### config.mk
export PLATFORM = sky130hd
export DESIGN_NAME = vga_timing_gen
export DESIGN_NICKNAME = d
export VERILOG_FILES = /design/src/rtl/vga_pkg.sv /design/src/rtl/vga_pix_div.sv /design/src/rtl/vga_timing_gen.sv
export SDC_FILE = /design/constraint.sdc
export NUM_CORES = 1
export LEC_CHECK = 0
export ABC_AREA = 1
export CAP_MARGIN = 10
export CORE_MARGIN = 2
export CORE_UTILIZATION = 56
export DETAILED_ROUTE_END_ITERATION = 10
export DONT_BUFFER_PORTS = 1
export GPL_TIMING_DRIVEN = 0
export MAX_ROUTING_LAYER = met4
export PLACE_DENSITY = 0.74
export SLEW_MARGIN = 20
export SYNTH_ARGS = -nofsm -noshare
export SYNTH_HDL_FRONTEND = slang
export SYNTH_SLANG_ARGS = --single-unit
### constraint.sdc
create_clock -name Clk -period 1.62 [get_ports Clk]
set_clock_uncertainty 0.05 [all_clocks]
set_input_delay 0.162 -clock Clk [delete_from_list [all_inputs] [get_ports Clk]]
set_output_delay 0.162 -clock Clk [all_outputs]
set_load 0.005 [all_outputs]
### src/rtl/vga_pkg.sv
// Shared VGA raster types and default 640x480@60 timing.
package vga_pkg;

  typedef logic [9:0] coord_t;

  localparam int H_VISIBLE_D = 640;
  localparam int H_FRONT_D   = 16;
  localparam int H_SYNC_D    = 96;
  localparam int H_BACK_D    = 48;
  localparam int V_VISIBLE_D = 480;
  localparam int V_FRONT_D   = 10;
  localparam int V_SYNC_D    = 2;
  localparam int V_BACK_D    = 33;

  function automatic int h_total(int vis, int fp, int sy, int bp);
    return vis + fp + sy + bp;
  endfunction

  function automatic int v_total(int vis, int fp, int sy, int bp);
    return vis + fp + sy + bp;
  endfunction

endpackage

### src/rtl/vga_pix_div.sv
// Pixel-rate divider: pix_en strobe and DAC pixel clock.
module vga_pix_div #(
  parameter int CLK_DIV = 2
) (
  input  logic Clk,
  input  logic Reset,
  output logic pix_en,
  output logic VGA_CLK
);

  localparam int DW = (CLK_DIV > 2) ? $clog2(CLK_DIV) : 1;
  localparam logic [DW-1:0] D_LAST = DW'(CLK_DIV - 1);
  localparam logic [DW-1:0] D_HALF = DW'(CLK_DIV / 2);

  if (CLK_DIV < 2 || (CLK_DIV % 2) != 0) begin : g_div_chk
    $error("CLK_DIV must be even and at least 2");
  end

  logic [DW-1:0] div_q;
  logic [DW-1:0] div_nxt;

  assign pix_en  = (div_q == D_LAST);
  assign div_nxt = pix_en ? '0 : div_q + DW'(1);

  always_ff @(posedge Clk) begin
    if (Reset) begin
      div_q   <= '0;
      VGA_CLK <= 1'b0;
    end else begin
      div_q   <= div_nxt;
      VGA_CLK <= (div_nxt >= D_HALF);
    end
  end

endmodule

### src/rtl/vga_timing_gen.sv
// VGA raster timing: counters, syncs, blanking, line/frame pulses.
// Optional VGA_FRAME_COUNT_EN adds a 16-bit frame_count port.
module vga_timing_gen
  import vga_pkg::*;
#(
  parameter int   CLK_DIV   = 2,
  parameter int   H_VISIBLE = H_VISIBLE_D,
  parameter int   H_FRONT   = H_FRONT_D,
  parameter int   H_SYNC    = H_SYNC_D,
  parameter int   H_BACK    = H_BACK_D,
  parameter int   V_VISIBLE = V_VISIBLE_D,
  parameter int   V_FRONT   = V_FRONT_D,
  parameter int   V_SYNC    = V_SYNC_D,
  parameter int   V_BACK    = V_BACK_D,
  parameter logic HS_POL    = 1'b0,
  parameter logic VS_POL    = 1'b0
) (
  input  logic   Clk,
  input  logic   Reset,
  output logic   pix_en,
  output logic   VGA_CLK,
  output logic   VGA_HS,
  output logic   VGA_VS,
  output logic   VGA_BLANK_N,
  output logic   VGA_SYNC_N,
  output coord_t DrawX,
  output coord_t DrawY,
  output logic   line_start,
  output logic   frame_start
`ifdef VGA_FRAME_COUNT_EN
  ,
  output logic [15:0] frame_count
`endif
);

  localparam int H_TOTAL =
    h_total(H_VISIBLE, H_FRONT, H_SYNC, H_BACK);
  localparam int V_TOTAL =
    v_total(V_VISIBLE, V_FRONT, V_SYNC, V_BACK);

  if (H_TOTAL > 1024 || V_TOTAL > 1024) begin : g_total_chk
    $error("raster totals must fit 10-bit counters");
  end

  localparam coord_t H_LAST = coord_t'(H_TOTAL - 1);
  localparam coord_t V_LAST = coord_t'(V_TOTAL - 1);

  // 11-bit bounds so a sync ending at 1024 still compares correctly
  localparam logic [10:0] HS_LO = 11'(H_VISIBLE + H_FRONT);
  localparam logic [10:0] HS_HI = 11'(H_VISIBLE + H_FRONT + H_SYNC);
  localparam logic [10:0] VS_LO = 11'(V_VISIBLE + V_FRONT);
  localparam logic [10:0] VS_HI = 11'(V_VISIBLE + V_FRONT + V_SYNC);
  localparam logic [10:0] H_VIS = 11'(H_VISIBLE);
  localparam logic [10:0] V_VIS = 11'(V_VISIBLE);

  vga_pix_div #(
    .CLK_DIV (CLK_DIV)
  ) u_div (
    .Clk     (Clk),
    .Reset   (Reset),
    .pix_en  (pix_en),
    .VGA_CLK (VGA_CLK)
  );

  coord_t h_nxt;
  coord_t v_nxt;
  logic   h_wrap;
  logic   v_wrap;
  logic   hs_act;
  logic   vs_act;
  logic   vis;

  always_comb begin
    h_nxt  = DrawX;
    v_nxt  = DrawY;
    h_wrap = pix_en && (DrawX == H_LAST);
    v_wrap = h_wrap && (DrawY == V_LAST);
    if (pix_en) begin
      if (h_wrap) begin
        h_nxt = '0;
        v_nxt = v_wrap ? '0 : DrawY + coord_t'(1);
      end else begin
        h_nxt = DrawX + coord_t'(1);
      end
    end
    // decode from next values so syncs land with their coordinates
    hs_act = ({1'b0, h_nxt} >= HS_LO) && ({1'b0, h_nxt} < HS_HI);
    vs_act = ({1'b0, v_nxt} >= VS_LO) && ({1'b0, v_nxt} < VS_HI);
    vis    = ({1'b0, h_nxt} < H_VIS) && ({1'b0, v_nxt} < V_VIS);
  end

  always_ff @(posedge Clk) begin
    if (Reset) begin
      DrawX       <= '0;
      DrawY       <= '0;
      VGA_HS      <= ~HS_POL;
      VGA_VS      <= ~VS_POL;
      VGA_BLANK_N <= 1'b1;
      line_start  <= 1'b0;
      frame_start <= 1'b0;
    end else begin
      DrawX       <= h_nxt;
      DrawY       <= v_nxt;
      VGA_HS      <= hs_act ? HS_POL : ~HS_POL;
      VGA_VS      <= vs_act ? VS_POL : ~VS_POL;
      VGA_BLANK_N <= vis;
      line_start  <= h_wrap;
      frame_start <= v_wrap;
    end
  end

  assign VGA_SYNC_N = 1'b0;

`ifdef VGA_FRAME_COUNT_EN
  logic [15:0] frame_count_q;

  always_ff @(posedge Clk) begin
    if (Reset) begin
      frame_count_q <= '0;
    end else if (frame_start) begin
      frame_count_q <= frame_count_q + 16'd1;
    end
  end

  assign frame_count = frame_count_q;
`endif

endmodule

---- Word level (Yosys, flattened, before mapping) ----
Index checks and enable logic that the tools add are counted.
word-level totals
  bits of input ports ..................... 2
  word-level logic and storage cells ...... 34
  register bits ........................... 27
cells by class
  reduce and logical (&&, ||, !) cells .... 5
  $add $sub $neg .......................... 3
  mux-type cells .......................... 8
  magnitude comparators ................... 7
  eq/ne operators ......................... 2
operators with widths
  cell                                                          number
  2-to-1 mux 10 bit                                             5
  adder 10 x 1 -> 10 bit (second input constant)                2
  == test 10 bit (second input constant)                        2
  less-than comparator 10 bit (second input constant)           2
  less-than comparator 10 x 9 -> 1 bit (second input constant)  2
  >= comparator 10 bit (second input constant)                  1
  >= comparator 10 x 9 -> 1 bit (second input constant)         1
  logical AND 1 bit                                             5
  2-to-1 mux 1 bit                                              3
  adder 1 bit (second input constant)                           1
  >= comparator 1 bit (second input constant)                   1

---- Depth between registers and ports, before layout ----
Gate-level depths: netlist of run 1.
  word-level depth ........................ 9
  depth in mapped cells ................... 14
  gate-level depth less buffers ........... 13

---- Hierarchy ----
A second synthesis of run 1 with hierarchy kept.
second synthesis, totals
  cell total of the unflattened synthesis .. 251
  area, all modules ....................... 1656.6 um^2
modules (own cells, without submodules)
  module          instances  area each (um^2)  cells an instance
  vga_timing_gen  1          1625.3            248
  vga_pix_div     1          31.3              3

---- Worst setup path before layout of run 1 ----
Ideal clock, no wire load.
  path type ............................... register to register
  start ................................... reg DrawY[0]
  end ..................................... reg VGA_BLANK_N
  slack ................................... -32 ps
  arrival time ............................ 1487 ps
  period minus slack after synthesis ...... 1652 ps
  library setup time ...................... 115 ps
  stages on the path, launching flop included .. 13
  cell sequence ........................... dfxtp_1 > ha_1 > nand2_1 > nor2_1 > nand2_1 > nor2_1 > nand3_1 > nand2_1 > nand2_1 > nor2_2 > nand2_1 > nand2_1 > nand2_1
on the way
  longest elaborated chain between the ends .. 7
  elaborated cells between the ends (all ways) .. 8
  those cells by class .................... add/sub: 1; order compare: 1; eq/ne: 1; mux: 3; reduce/logical: 2
RTL lines
  item                                                                            RTL line               RTL
  start, declared                                                                 vga_timing_gen.sv:27   output coord_t DrawY,
  start signal, assigned                                                          vga_timing_gen.sv:103  DrawY <= v_nxt;
  parallel branches: the longest is 4 deep, another holds adder 10 x 1 -> 10 bit  -
  2-to-1 mux 10 bit (*)                                                           vga_timing_gen.sv:78   if (pix_en) begin
  less-than comparator 10 x 9 -> 1 bit (*)                                        vga_timing_gen.sv:89   vis = ({1'b0, h_nxt} < H_VIS) && ({1'b0, v_nxt} < V_VIS);
  logical AND 1 bit (*)                                                           vga_timing_gen.sv:89
  end signal, assigned                                                            vga_timing_gen.sv:106  VGA_BLANK_N <= vis;
  end, declared                                                                   vga_timing_gen.sv:24   output logic VGA_BLANK_N,
Mark *: on every way between the ends.
A chain may end at the register's enable or synchronous reset.

---- Worst setup path after layout of run 1 ----
  start ................................... reg DrawX[0]
  end ..................................... reg VGA_BLANK_N
on the way
  longest elaborated chain between the ends .. 8
  elaborated cells between the ends (all ways) .. 12
  those cells by class .................... add/sub: 1; order compare: 2; eq/ne: 1; mux: 5; reduce/logical: 3
RTL lines
  item                                                                            RTL line               RTL
  start, declared                                                                 vga_timing_gen.sv:26   output coord_t DrawX,
  start signal, assigned                                                          vga_timing_gen.sv:102  DrawX <= h_nxt;
  parallel branches: the longest is 7 deep, another holds adder 10 x 1 -> 10 bit  -
  logical AND 1 bit (*)                                                           vga_timing_gen.sv:89
Marked as above.

==> results.yml, run 1 <==
outcome:
  result_of_the_run: "complete, but fails checks"
  failed_checks: "setup timing"
sta:
  grt_setup_unrepaired: "true"
  slew-limit-headroom_pct: 65.55
  setup-tns-final_ns: -0.2016
  worstMarginPinSlew_ns: 0.5168
  max_clock_freq_mhz: 590.4
  final_critical_path_required_period_ns: 1.694
  final-hold-violation-count: 0
  setup_viol: 3
  period_utilization_pct: 104.5
  final.setup.worst_slack_ns: -0.07369
  finalHoldWorstSlack_ns: 0.1943
  timing.final.max_slew_violations: 0
routing:
  drc_violations_left: 0
  drt-pass1-iter-count: 7
  routed-via-count: 1734
  dr.first_iter.drc_count: 86
  avgViaCountPerCell: 5.685
  wirelength_um: 4435
  postRouteAntennaNets: 0
  wl_per_cell_um: 14.54
final_layout:
  post-route-cell-area_um2: 1959
  instances_no_fill: 305
  synthToLayoutAreaGrowth_pct: 26.60
  antennaDiodeCount: 0
  finish.net_count: 280
  drive_gt1_share_pct: 28.10
worst_setup_path:
  worstRegToRegCells: 13
  critPathKind: "register to register"
  cp.arrival_ns: 1.93
  worst-endpoint-required_ns: 1.85
  crit_path_start_kind: "register"
  crit_path_max_fanout: 6
  setup.worst_path.end_class: "register"
placement:
  place_hpwl_um: 2709
  global_placer_s_final_weighted_congestion: 0.9009
  placement.setup.worst_slack_ns: -0.2583
  io_buffer_count: 0
  postPlaceCellArea_um2: 1592
  place.detailed.instances: 279
grt:
  track_usage_pct: 28.21
  grt_first_pass_wirelength_um: 6879
  vias_in_the_first_global_route: 1497
  antenna_found_initial: 0
  pin_count_of_the_biggest_net_entering_global_routing: 15
  overflow: 0
clock_tree:
  clockBufferDepth: 2
  cts-buffers-inserted: 3
  cts_root_buf: "clkbuf_4"
  cts_tree: "done"
  clock_insertion_delay_worst_skew_ns: 0.33
  worst_setup_hold_path_clk_slew_ns: 0.14
  htree_num_levels: 1
  clock_sink_count: 26
logic_synthesis:
  post_synth_inst_count: 248
  synth_edf_count: 0
  ys_types: 28
  combinational_family_with_the_most_area_after_synthesis: "simple AND/OR/NAND/NOR gates"
  post_synth.cell_area_avg_um2: 6.241
  post_synth_and_or_nand_nor_area_fraction_pct: 44.22
  synth_cell_area_um2: 1548
  synth_flop_cell: "dfxtp_1"
  synthesis.yosys.warnings: 0
  post_synthesis_share_of_cell_area_spent_on_full_adders_half_adders_and_majority_gates_pct: 2.425
  yosys_register_bits: 26
  compound_gate_portion_of_the_synthesized_area_pct: 5.416
  seq_area_frac_synth_pct: 33.63
  synth.mux.area_fraction_pct: 0
  asyncSetResetFlopFracSynth_pct: 0
  synth_xor_area_share_pct: 1.132
  syn-num-nets: 253
power_and_ir_drop:
  ir_drop_uv: 441.6
  powerDensity_nw_per_um2: 545.6
  leakage_uw: 0.0008581
floorplan:
  row_count: 19
  floorplan.core_area_um2: 2686
  boundaryPins: 30
  fp.dieArea_um2: 3200
  die_h_um: 56.57
  start_util_pct: 57.62
  die_w_um: 56.57
worst_hold_path:
  hp-class: "primary input to register"
  hold_path_depth: 2
run:
  max_cap_violations: 0
==> metrics by stage <==
stage | power, µW | util, %
6_report | 1069 | 72.94
3_3_place_gp | 722.7 | 59.25
5_1_grt | 1101 | 72.94
2_1_floorplan | 708.2 | -
4_1_cts | 1068 | 68.23
3_5_place_dp | 722.9 | 59.25
==> repair_timing <==
| item | in CTS | in global routing |
|---|---|---|
| gates resized for setup | 41 | 12 |
| hold buffers | 1 | 0 |
| cloned | 1 | 0 |
| setup buffers | 8 | 12 |
| pin swaps | 11 | 6 |
| endpoints found under the hold margin | 2 | 0 |
| setup endpoints to repair | 6 | 10 |
==> final cells by class <==
type	instances	area, µm²
clock buffer	4	36.28
fill	227	726.9
sequential	26	558.0
inverter	39	151.4
multi-input combinational	176	947.2
tap	31	38.79
timing repair buffer	22	167.7
buffer	7	60.06
==> cells in the final DEF (no fill, tap or decap), drive strengths merged <==
master,n
nand2,74
nor2,39
inv,37
buf,27
dfxtp,26
nand3,18
nand4,14
nor3,8
o21ai,7
a21oi,6
clkbuf,5
ha,3
clkinv,1
a211oi,1
clkinvlp,1
o211ai,1
xnor2,1
xor2,1
nor3b,1
nand3b,1
conb,1
dlygate4sd3,1
==> cells in the mapped netlist, drive strengths merged, types with 3 or more instances <==
| library cell | count | area (µm²) |
|---|---|---|
| nand2 | 74 | 280.3 |
| nor2 | 39 | 156.4 |
| inv | 38 | 142.6 |
| dfxtp | 26 | 520.5 |
| nand3 | 18 | 95.09 |
| nand4 | 14 | 87.58 |
| nor3 | 8 | 50.05 |
| o21ai | 7 | 35.03 |
| a21oi | 6 | 33.78 |
| buf | 6 | 48.79 |
| ha | 3 | 37.54 |
==> worst max-delay path, stage by stage, from the launching register on <==
cell and delay [ns]:
dfxtp_4 0.42, ha_4 0.15, inv_1 0.07, nor2_4 0.16, nand3_2 0.16, nor2_4 0.18, nand2_1 0.06, nand2_1 0.08
inv_1 0.05, nand2_1 0.08, nor2_2 0.04, nand2_1 0.05, nand2_1 0.05, nand2_1 0.05
==> layer usage <==
layer | part of all wire, % | global-route usage, % | wire, µm | vias up
li1 | - | - | - | 839
met1 | 42 | 38.33 | 1862 | 792
met2 | 46 | 41.36 | 2060 | 92
met3 | 9.4 | 4.839 | 415 | 11
met4 | 2.2 | 11.90 | 96 | 0
met5 | 0 | - | 0 | -
==> kinds of logic (layout without fill, tap and decap cells) <==
group,count (synthesis),after routing
AO/OA/AOI/OAI,15,15
XOR/XNOR,2,2
adder cells (fa/ha/maj),3,3
buffers and inverters,46,72
flip-flops,26,26
other,1,1
AND/OR/NAND/NOR,155,155
==> final timing paths <==
| path | startpoint | end | slack (ns) |
|---|---|---|---|
| min reg2reg | DrawY[0] | DrawY[0] | 0.49 |
| max | DrawX[0] | VGA_BLANK_N | -0.07 |
| min | Reset | DrawY[3] | 0.19 |
| max reg2reg | DrawX[0] | VGA_BLANK_N | -0.07 |
==> power breakdown <==
group	switching, µW	internal [µW]
clock	204	138
sequential	17.1	638
combinational	41.7	29.8
total	263	806
==> registers in the layout, indices dropped and copies added (netlist names) <==
register and count:
u_div.pix_en 1, VGA_BLANK_N 1, VGA_VS 1, VGA_HS 1
DrawX 10, frame_start 1, DrawY 10, line_start 1
Power figures use the tool's default switching activity.
==> run 2, diff against run 1 <==
- SYNTH_HIERARCHICAL: not set -> 1
==> results.yml, run 2 <==
outcome:
  failed_checks: "setup timing"
  result_of_the_run: "complete, but fails checks"
power_and_ir_drop:
  seqPwrFrac_pct: 61.9
  combPwrFrac_pct: 5.3
  leakage_uw: 0.0007583
  p_int_uw: 793.0
  ir_drop_uv: 544.9
  net-switching-power_uw: 246.6
  clock_power_share_pct: 32.8
  powerDensity_nw_per_um2: 504.8
  switching_share_pct: 23.72
clock_tree:
  cts-buffers-inserted: 3
  htree_num_levels: 1
  clock_sink_count: 26
  clockBufferDepth: 2
  worst_setup_hold_path_clk_slew_ns: 0.15
  clock_insertion_delay_worst_skew_ns: 0.33
  cts_tree: "done"
  cts_root_buf: "clkbuf_4"
final_layout:
  layout_commonest_cell: "nand2_1"
  layout_common_cells: "nand2_1, nor2_1, inv_1, nand3_1, buf_4"
  multi_input_area_um2: 1125
  antennaDiodeCount: 0
  instances_no_fill: 301
  seqCellArea_um2: 560.5
  drive_gt1_share_pct: 38.15
  finish.net_count: 276
  fill_cells: 209
  post-route-cell-area_um2: 2059
  largest_regs: "DrawX (10), DrawY (10)"
  synthToLayoutAreaGrowth_pct: 24.32
worst_setup_path:
  regToRegEndpoint: "VGA_BLANK_N"
  setup.worst_path.end_class: "register"
  critPathKind: "register to register"
  timing.reg2reg.setup_slack_ns: -0.01
  cp.arrival_ns: 1.86
  r2r-start: "DrawX[0]"
  worst-endpoint-required_ns: 1.86
  worstRegToRegCells: 10
  crit_path_start_kind: "register"
  crit_path_max_fanout: 5
placement:
  global_placer_s_final_weighted_congestion: 0.8535
  io_buffer_count: 0
  place_hpwl_um: 2706
  postPlaceCellArea_um2: 1695
  place.detailed.instances: 282
worst_hold_path:
  hold_path_depth: 2
  holdPathEnd: "DrawY[0]"
  hold_start: "Reset"
  hp-class: "primary input to register"
logic_synthesis:
  seq_area_frac_synth_pct: 31.42
  ys_types: 30
  synthesis.yosys.warnings: 6
  post_synth_inst_count: 251
  synth_flop_cell: "dfxtp_1"
  post_synth.cell_area_avg_um2: 6.600
  yosys_register_bits: 26
  synth_cell_area_um2: 1657
  asyncSetResetFlopFracSynth_pct: 0
  yosysMostFrequentCell: "nand2_1"
  yosys-top-cells-area: "dfxtp_1, nand2_1, nor2_1, inv_1, nand3_1"
  synth_top_cell_area_share_pct: 31.42
  synth_edf_count: 0
  synth.largest_area_cell: "dfxtp_1"
  synth_top_cells_by_count: "nand2_1, nor2_1, inv_1"
  syn-num-nets: 256
grt:
  pin_count_of_the_biggest_net_entering_global_routing: 15
  track_usage_pct: 25.09
  antenna_found_initial: 0
  grt_first_pass_wirelength_um: 6534
  overflow: 0
  vias_in_the_first_global_route: 1436
run:
  max_cap_violations: 0
sta:
  final_critical_path_required_period_ns: 1.630
  max_clock_freq_mhz: 613.6
  timing.final.max_slew_violations: 0
  period_utilization_pct: 100.6
  final-hold-violation-count: 0
  final.setup.worst_slack_ns: -0.009757
  setup_viol: 1
  grt_setup_unrepaired: "true"
routing:
  postRouteAntennaNets: 0
  routed-via-count: 1664
  drt-pass1-iter-count: 4
  dr.first_iter.drc_count: 58
  avgViaCountPerCell: 5.528
  wirelength_um: 4244
  drc_violations_left: 0
  wl_per_cell_um: 14.10
floorplan:
  row_count: 19
  floorplan.core_area_um2: 2781
  fp.dieArea_um2: 3409
  die_w_um: 58.39
  die_h_um: 58.39
  boundaryPins: 30
  start_util_pct: 59.56
-- run 2: cell count changes after synthesis, sizes merged, moves of 2 or more --
cell	before	now
inv	38	30
nand3	18	24
nor2	39	59
nand2	74	69
nand4	14	9
xor2	1	4
nor3	8	4
a21oi	6	3
o21ai	7	5
-- run 2: final cells by class --
cell class	instances	area share, %
multi-input cells	187	54.62
flip-flops and latches	26	27.22
inverters	31	6.136
repair buffers	15	5.772
plain buffers	7	2.612
well taps	31	1.883
clock buffers	4	1.762
-- run 2: worst max path at each step --
stage | from | end | slack (ns) | cells after the start
final | DrawX[0] | VGA_BLANK_N | -0.01 | 10
after global routing | u_div/VGA_CLK | VGA_BLANK_N | -0.12 | 11
after CTS | DrawY[5] | VGA_BLANK_N | 0.007 | 10
after detailed placement | DrawY[0] | VGA_BLANK_N | -0.20 | 10
after global placement | DrawY[1] | VGA_BLANK_N | -0.18 | 10
after floorplan | DrawY[0] | VGA_VS | 0.05 | 9
-- run 2: cells by family after synthesis --
group                      share of synthesized area [%]
and+or+nand+nor                                    49.85
buffers and inverters                              9.818
DFF                                                31.42
AOI/OAI and AO/OA                                  3.776
xor gates and xnor gates                           2.643
adders and majority gates                          2.266
other                                             0.2264
-- run 2: timing repair --
item | 4_1_cts | 5_1_grt
pin swaps | 7 | 26
gates resized for setup | 28 | 46
setup endpoints to repair | 3 | 6
endpoints found under the hold margin | 1 | 0
setup buffers | 5 | 9
hold buffers | 1 | 0
-- run 2: per-stage QoR --
step	hold WS, ns	total power (µW)	TNS, ns	setup WS [ns]	utilization, %
3_3_place_gp	0.1801	708.1	-0.3653	-0.1779	60.95
5_1_grt	0.09576	1080	-0.2450	-0.1154	74.04
4_1_cts	0.07476	1047	0	0.006619	66.85
2_1_floorplan	0.1787	698.2	0	0.04572	-
3_5_place_dp	0.1815	708.2	-0.4189	-0.2011	60.95
6_report	0.08732	1040	-0.009757	-0.009757	74.04
-- run 2: layer usage --
metal	vias up	global-route usage [%]	wire (µm)
li1	830	-	-
met1	775	36.43	2013
met2	53	36.60	1997
met3	6	3.736	195
met4	0	5.980	37
met5	-	-	0
-- run 2: power by group through the flow --
| stage | sequential (µW) | clock, µW | combinational (µW) |
|---|---|---|---|
| after global routing | 645 | 374 | 60.8 |
| after detailed placement | 666 | 0 | 42.6 |
| after CTS | 648 | 353 | 46.4 |
| final | 643 | 341 | 55.4 |
| after global placement | 665 | 0 | 42.7 |
| after floorplan | 664 | 0 | 34.0 |
-- run 2: critical path, stage by stage, from the launching register on --
cell and delay, ns:
dfxtp_4 0.40, ha_4 0.15, nand3_4 0.09, clkinv_4 0.10, nand3_4 0.07, nor2_4 0.16
buf_4 0.15, o21ai_0 0.10, nor2_1 0.19, nand2_1 0.08, nand2_1 0.06
